[src/rtl/seq_restoring_divider_pkg.sv]
// Shared types and constants for the sequential restoring divider.
// Default widths follow the companion 4-bit adder-with-memory datapath:
// a 5-bit sum feeds the dividend, and a 4-bit operand feeds the divisor.
package divider_pkg;

    localparam int DEF_DIVIDEND_W = 5;
    localparam int DEF_DIVISOR_W  = 4;

    // One quotient bit is produced per step, so the step count equals the dividend width.
    localparam int STEP_COUNT = DEF_DIVIDEND_W;

    // Quotient reported for a zero divisor.
    localparam logic [DEF_DIVIDEND_W-1:0] QUOT_SAT = 5'h1F;

    typedef enum logic [1:0] {
        IDLE = 2'd0,
        RUN  = 2'd1,
        DONE = 2'd2
    } state_t;

endpackage

[src/rtl/seq_restoring_divider_if.sv]
// Request/result bundle for the sequential restoring divider.
// The master drives the operands and start; the slave (the divider) returns status and results.
interface seq_restoring_divider_if
    import divider_pkg::*;
#(
    parameter int DIVIDEND_W = DEF_DIVIDEND_W,
    parameter int DIVISOR_W  = DEF_DIVISOR_W
);

    logic                  start;
    logic [DIVIDEND_W-1:0] dividend;
    logic [DIVISOR_W-1:0]  divisor;
    logic                  busy;
    logic                  done;
    logic [DIVIDEND_W-1:0] quotient;
    logic [DIVISOR_W-1:0]  remainder;
    logic                  div_by_zero;

    modport master (
        output start, dividend, divisor,
        input  busy, done, quotient, remainder, div_by_zero
    );

    modport slave (
        input  start, dividend, divisor,
        output busy, done, quotient, remainder, div_by_zero
    );

endinterface

[src/rtl/seq_restoring_divider_div_step.sv]
// One restoring-division step: shift the next dividend bit into the partial
// remainder, then subtract the divisor if it fits. Purely combinational so it
// can be replicated if the divider is ever unrolled or pipelined.
module div_step #(
    parameter int DIVISOR_W = 4
) (
    input  logic [DIVISOR_W:0]   i_pr,
    input  logic                 i_bit,
    input  logic [DIVISOR_W-1:0] i_divisor,
    output logic [DIVISOR_W:0]   o_nextPr,
    output logic                 o_qBit
);

    logic [DIVISOR_W+1:0] w_trial;
    logic [DIVISOR_W+1:0] w_divisorExt;
    logic [DIVISOR_W:0]   w_diff;

    assign w_trial      = {i_pr, i_bit};
    assign w_divisorExt = {2'b00, i_divisor};

    // Incoming partial remainder is always below the divisor, so any difference
    // that is kept fits back into the partial-remainder width.
    assign w_diff = w_trial[DIVISOR_W:0] - {1'b0, i_divisor};

    assign o_qBit   = (w_trial >= w_divisorExt);
    assign o_nextPr = o_qBit ? w_diff : w_trial[DIVISOR_W:0];

endmodule

[src/rtl/seq_restoring_divider.sv]
// Sequential restoring divider: one quotient bit per clock, MSB first.
// A zero divisor finishes after a single RUN cycle with a saturated quotient.
// Optional build macro DIVIDER_EARLY_EXIT_EN: a dividend smaller than a non-zero
// divisor also finishes after a single RUN cycle (quotient 0, remainder = dividend).
module seq_restoring_divider
    import divider_pkg::*;
#(
    parameter int DIVIDEND_W = DEF_DIVIDEND_W,
    parameter int DIVISOR_W  = DEF_DIVISOR_W
) (
    input logic                    clk,
    input logic                    rst,
    seq_restoring_divider_if.slave bus
);

    localparam int STEPS = (DIVIDEND_W == DEF_DIVIDEND_W) ? STEP_COUNT : DIVIDEND_W;
    localparam int CNT_W = $clog2(STEPS + 1);
    localparam logic [DIVIDEND_W-1:0] SAT_Q =
        (DIVIDEND_W == DEF_DIVIDEND_W) ? DIVIDEND_W'(QUOT_SAT) : {DIVIDEND_W{1'b1}};

    state_t                r_state;
    state_t                w_nextState;
    logic [DIVIDEND_W-1:0] r_shift;
    logic [DIVISOR_W-1:0]  r_divisor;
    logic [DIVISOR_W:0]    r_pr;
    logic [CNT_W-1:0]      r_count;
    logic [DIVIDEND_W-1:0] r_quotient;
    logic [DIVISOR_W-1:0]  r_remainder;
    logic                  r_dbz;

    logic                  w_divZero;
    logic                  w_lastStep;
    logic                  w_shortcut;
    logic                  w_qBit;
    logic [DIVISOR_W:0]    w_nextPr;
    logic [DIVIDEND_W-1:0] w_nextShift;

    // r_shift holds the dividend bits still to be consumed at the top and
    // collects quotient bits at the bottom, so after the last step it is the quotient.
    div_step #(
        .DIVISOR_W (DIVISOR_W)
    ) u_step (
        .i_pr      (r_pr),
        .i_bit     (r_shift[DIVIDEND_W-1]),
        .i_divisor (r_divisor),
        .o_nextPr  (w_nextPr),
        .o_qBit    (w_qBit)
    );

    assign w_nextShift = {r_shift[DIVIDEND_W-2:0], w_qBit};
    assign w_divZero   = (r_divisor == '0);
    assign w_lastStep  = (r_count == CNT_W'(1));

    // Shortcut cases are decided in the first RUN cycle, while r_shift still
    // holds the untouched dividend; this keeps done one cycle after capture.
`ifdef DIVIDER_EARLY_EXIT_EN
    logic [DIVIDEND_W-1:0] w_divisorExt;
    assign w_divisorExt = {{(DIVIDEND_W-DIVISOR_W){1'b0}}, r_divisor};
    assign w_shortcut   = (r_count == CNT_W'(STEPS)) && (w_divZero || (r_shift < w_divisorExt));
`else
    assign w_shortcut   = (r_count == CNT_W'(STEPS)) && w_divZero;
`endif

    // State register.
    always_ff @(posedge clk or posedge rst) begin
        if (rst) begin
            r_state <= IDLE;
        end else begin
            r_state <= w_nextState;
        end
    end

    // Next-state logic: accept a request in IDLE, finish on shortcut or last step, pulse DONE once.
    always_comb begin
        w_nextState = r_state;
        case (r_state)
            IDLE:    if (bus.start) w_nextState = RUN;
            RUN:     if (w_shortcut || w_lastStep) w_nextState = DONE;
            DONE:    w_nextState = IDLE;
            default: w_nextState = IDLE;
        endcase
    end

    // Datapath: capture operands, step the division, and update results only on entry to DONE.
    always_ff @(posedge clk or posedge rst) begin
        if (rst) begin
            r_shift     <= '0;
            r_divisor   <= '0;
            r_pr        <= '0;
            r_count     <= '0;
            r_quotient  <= '0;
            r_remainder <= '0;
            r_dbz       <= 1'b0;
        end else begin
            case (r_state)
                IDLE: begin
                    if (bus.start) begin
                        r_shift   <= bus.dividend;
                        r_divisor <= bus.divisor;
                        r_pr      <= '0;
                        r_count   <= CNT_W'(STEPS);
                    end
                end
                RUN: begin
                    if (w_shortcut) begin
                        r_quotient  <= w_divZero ? SAT_Q : '0;
                        r_remainder <= r_shift[DIVISOR_W-1:0];
                        r_dbz       <= w_divZero;
                        r_count     <= '0;
                    end else begin
                        r_pr    <= w_nextPr;
                        r_shift <= w_nextShift;
                        r_count <= r_count - CNT_W'(1);
                        if (w_lastStep) begin
                            r_quotient  <= w_nextShift;
                            r_remainder <= w_nextPr[DIVISOR_W-1:0];
                            r_dbz       <= 1'b0;
                        end
                    end
                end
                default: begin
                end
            endcase
        end
    end

    assign bus.busy        = (r_state != IDLE);
    assign bus.done        = (r_state == DONE);
    assign bus.quotient    = r_quotient;
    assign bus.remainder   = r_remainder;
    assign bus.div_by_zero = r_dbz;

endmodule

[src/flat_wrapper.sv]
// flat-port wrapper written by rule: the top's interface ports become plain ports
module seq_restoring_divider_flat import divider_pkg::*;
#(
    parameter int DIVIDEND_W = DEF_DIVIDEND_W,
    parameter int DIVISOR_W  = DEF_DIVISOR_W
)
  (clk, rst, bus_start, bus_dividend, bus_divisor, bus_busy, bus_done, bus_quotient, bus_remainder, bus_div_by_zero);
  seq_restoring_divider_if #(.DIVIDEND_W(DIVIDEND_W), .DIVISOR_W(DIVISOR_W)) bus_i ();
  input logic clk;
  input logic rst;
  input wire logic [$bits(bus_i.start)-1:0] bus_start;
  input wire logic [$bits(bus_i.dividend)-1:0] bus_dividend;
  input wire logic [$bits(bus_i.divisor)-1:0] bus_divisor;
  output wire logic [$bits(bus_i.busy)-1:0] bus_busy;
  output wire logic [$bits(bus_i.done)-1:0] bus_done;
  output wire logic [$bits(bus_i.quotient)-1:0] bus_quotient;
  output wire logic [$bits(bus_i.remainder)-1:0] bus_remainder;
  output wire logic [$bits(bus_i.div_by_zero)-1:0] bus_div_by_zero;
  assign bus_i.start = bus_start;
  assign bus_i.dividend = bus_dividend;
  assign bus_i.divisor = bus_divisor;
  assign bus_busy = bus_i.busy;
  assign bus_done = bus_i.done;
  assign bus_quotient = bus_i.quotient;
  assign bus_remainder = bus_i.remainder;
  assign bus_div_by_zero = bus_i.div_by_zero;
  seq_restoring_divider #(.DIVIDEND_W(DIVIDEND_W), .DIVISOR_W(DIVISOR_W)) u_core (.clk(clk), .rst(rst), .bus(bus_i));
endmodule
[config.mk]
export PLATFORM = sky130hd
export DESIGN_NAME = seq_restoring_divider_flat
export DESIGN_NICKNAME = d
export VERILOG_FILES = /design/src/rtl/seq_restoring_divider_pkg.sv /design/src/rtl/seq_restoring_divider_if.sv /design/src/rtl/seq_restoring_divider_div_step.sv /design/src/rtl/seq_restoring_divider.sv /design/src/flat_wrapper.sv
export SDC_FILE = /design/constraint.sdc
export NUM_CORES = 1
export LEC_CHECK = 0
export BUFFER_PORTS_ARGS = -buffer_cell sky130_fd_sc_hd__buf_2
export CAP_MARGIN = 15
export CORE_UTILIZATION = 55
export DETAILED_ROUTE_END_ITERATION = 7
export PLACE_DENSITY = 0.78
export REMOVE_ABC_BUFFERS = 1
export SETUP_SLACK_MARGIN = 0.02
export SYNTH_ARGS = -nofsm -noshare
export SYNTH_HDL_FRONTEND = slang
export SYNTH_SLANG_ARGS = --single-unit
[constraint.sdc]
create_clock -name clk -period 7 [get_ports clk]
set_clock_uncertainty 0.2 [all_clocks]
set_input_delay 1.05 -clock clk [delete_from_list [all_inputs] [get_ports clk]]
set_output_delay 1.05 -clock clk [all_outputs]
set_load 0.02 [all_outputs]
==> impl_results.md <==
- Boundary Pins: 24
- Total core area: 2540 um^2
- TritonRoute pass-1 iters: 4
- Pin count of the biggest net entering global routing: 30
- Crit path capture type: register
- Crit-path leading delay family: compound AO/OA/AOI/OAI gates
- Initial Utilization: 59.3%
- Dominant cell type by area after synthesis: dfrtp_1
- IO Port Bufs: 23
- Cts hold-fix bufs: 0
- Hold Crit Class: reg -> reg
- H-tree lvl count: 2
- Setup repair bufs after CTS: 0
- Crit-path most repeated cell: inv_1
- Via/cell ratio: 5.71
- Vias in the first global route: 1141
- WL per Instance: 14.4 um
- CTS tree: built
- DR iter-0 viols: 29
- Worst Setup Start Kind: register
- Avg Synthesized Cell Area: 9.99 um^2
- Final number of hold-violating endpoints: 0
- Clk_lat worst skew: 330 ps
- Clk Tree Root Cell: clkbuf_4
- Crit path max fanout: 7
- DRT Wirelength: 3020 um
- Initial antenna violation count: 0
- Final setup viols: 0
- PostCTS Resize Cnt: 0
- Fmax: 385 MHz
- Fraction of the cycle the final worst path needs: 37.1%
- Max-cap check violation count: 0
- CP Buf/Inv Count: 2
- Crit Path Class: reg -> reg
- Max Buffers Root-to-Sink: 2
- Die width: 54.4 um
- CTS Buf Count: 5
- Clock Sinks: 29
- Critical path's largest stage delay: 460 ps
- Cells along the critical path: inv_1 > ha_1 > inv_1 > fa_1 > a21o_1 > a211oi_4 > mux2_2 > o211ai_1
- Inserted Diodes: 0
- Worst-case reg-to-reg path depth: 8
- GRT Util Overall: 24.3%
- Synth Cell Area: 1510 um^2
- Hold_ws: 310 ps
- Hold Path Cell Cnt: 2
- Seq/Total Area, Yosys: 48.1%
- Slew HR: 51.0%
- Min cycle time layout: 2600 ps
- FF+latch count, synth: 29
- Die area: 2960 um^2
- Final TNS setup: 0 ps
- First-pass GRT wire length: 4860 um
- Total power: 990 uW
- Antenna-violating nets left: 0
- Total grt overflow: 0
- Vias post-DR: 1193
- Slew at the pin closest to its max-slew limit: 728 ps
- Power per Cell Area: 566 nW/um^2
- Routability congestion estimate: 0.902
- Row count: 18
- Peak VDD IR: 0.377 mV
- Final nets: 197
- Clock-pin slew on the worst setup and hold paths: 90 ps
- Mapped Cells: 151
- Commonest non-fill, non-tap cell in the layout: dfrtp_1
- Share of layout cells above drive strength 1: 21.2%
- Slew Limit Fails: 0
- Drc violations: 0
- Area grow syn2layout: 16.0%
- CP Depth: 8
- Outcome: complete, no violations
- RSZ-0062 raised after global routing: no
- Most frequent cells in the layout: 29 x dfrtp_1, 23 x buf_2, 15 x nand2_1
- Slowest CP cell: fa_1
- Leak Pwr: 0.000794 uW
- Top cells by area, synth: dfrtp_1 48%, ha_1 5.0%, nand2_1 3.7%, a21oi_1 3.6%, o21ai_0 3.3%
- WP data arrival: 2650 ps
- Netlist cell types: 41
- HPWL reported at the end of detailed placement: 2250 um
- Die height: 54.4 um
- Share of the synthesized area in the top cell type: 48.1%
- Synth warn: 0
- WP data required: 7050 ps
cell type report:
class | instances | area, um^2
well taps | 30 | 37.5
inverters | 9 | 33.8
repair buffers | 24 | 143
flip-flops and latches | 29 | 726
clock inverters | 1 | 30.0
fillers | 206 | 795
multi-input cells | 109 | 726
clock buffers | 7 | 55.1
worst paths after layout:
| path | endpoint | slack, ps | startpoint |
|---|---|---|---|
| worst min-delay path | u_core.r_count[1] | 310 | u_core.r_count[1] |
| worst max register to register | u_core.bus.remainder[0] | 4400 | u_core.r_shift[4] |
| worst max-delay path | u_core.bus.remainder[0] | 4400 | u_core.r_shift[4] |
| min in group asynchronous | u_core.bus.quotient[4] | 430 | rst |
| max in group asynchronous | u_core.r_pr[0] | 5770 | rst |
| worst min register to register | u_core.r_count[1] | 310 | u_core.r_count[1] |
registers in the layout, summed over array words and instances (netlist names):
| signal | flops |
|---|---|
| u_core.r_divisor | 4 |
| u_core.r_count | 3 |
| u_core.bus.quotient | 5 |
| u_core.r_shift | 5 |
| u_core.bus.remainder | 4 |
| u_core.r_state | 2 |
| u_core.bus.div_by_zero | 1 |
| u_core.r_pr | 5 |
worst min-delay path, stage by stage (launching register included):
cell and delay [ps]:
dfrtp_1 350, nand3_1 60, o21ai_0 70
cell families after synthesis:
logic type	share of synthesized area, %
and+or+nand+nor	17.8
AOI/OAI and AO/OA	19.5
DFF	48.1
buffers and inverters	3.81
adders and majority gates	6.30
muxes	2.74
xor gates and xnor gates	1.74
layer usage:
| layer | global-route usage (%) | wire length, um |
|---|---|---|
| met5 | 0 | 0 |
| met4 | 8.12 | 34 |
| met3 | 9.17 | 191 |
| met2 | 39.2 | 1420 |
| met1 | 29.7 | 1370 |
synth_stat cells:
cell type,n
and3_1,2
o22a_1,1
o21bai_1,2
inv_1,9
nand2_1,15
o21ai_2,1
fa_1,1
xor2_1,3
a31oi_2,1
or4_4,1
a221o_1,1
o21ai_0,10
nand3_1,9
a2bb2oi_1,1
ha_1,6
nand3b_1,2
a31oi_1,2
mux2_2,1
a22oi_1,4
nor2_2,1
dfrtp_1,29
buf_6,1
o211ai_1,2
and4_1,1
clkbuf_1,2
buf_2,1
nor4_1,2
or3_1,1
mux2i_1,3
nand2b_1,3
nor2b_1,3
a211oi_4,1
a21oi_1,11
nor3b_1,1
o21ai_1,1
nor2_1,10
a21o_1,1
a21oi_4,1
and2_1,2
a41oi_1,1
a32o_1,1
per-stage QoR:
step	instance area (um^2)	utilization (%)	worst slack [ps]	instances
after detailed placement	1640	64.4	4420	200
after global routing	1750	68.8	4280	209
after global placement	1640	64.4	4490	200
after CTS	1720	67.7	4400	208
after floorplan	1490	-	4570	147
final	1750	68.8	4400	209
where the power goes:
group | switching [uW] | internal (uW)
clock network | 57.6 | 85.2
registers | 67.2 | 253
logic | 315 | 212
total | 440 | 550
Note: power is estimated with default switching activity, not from simulation.
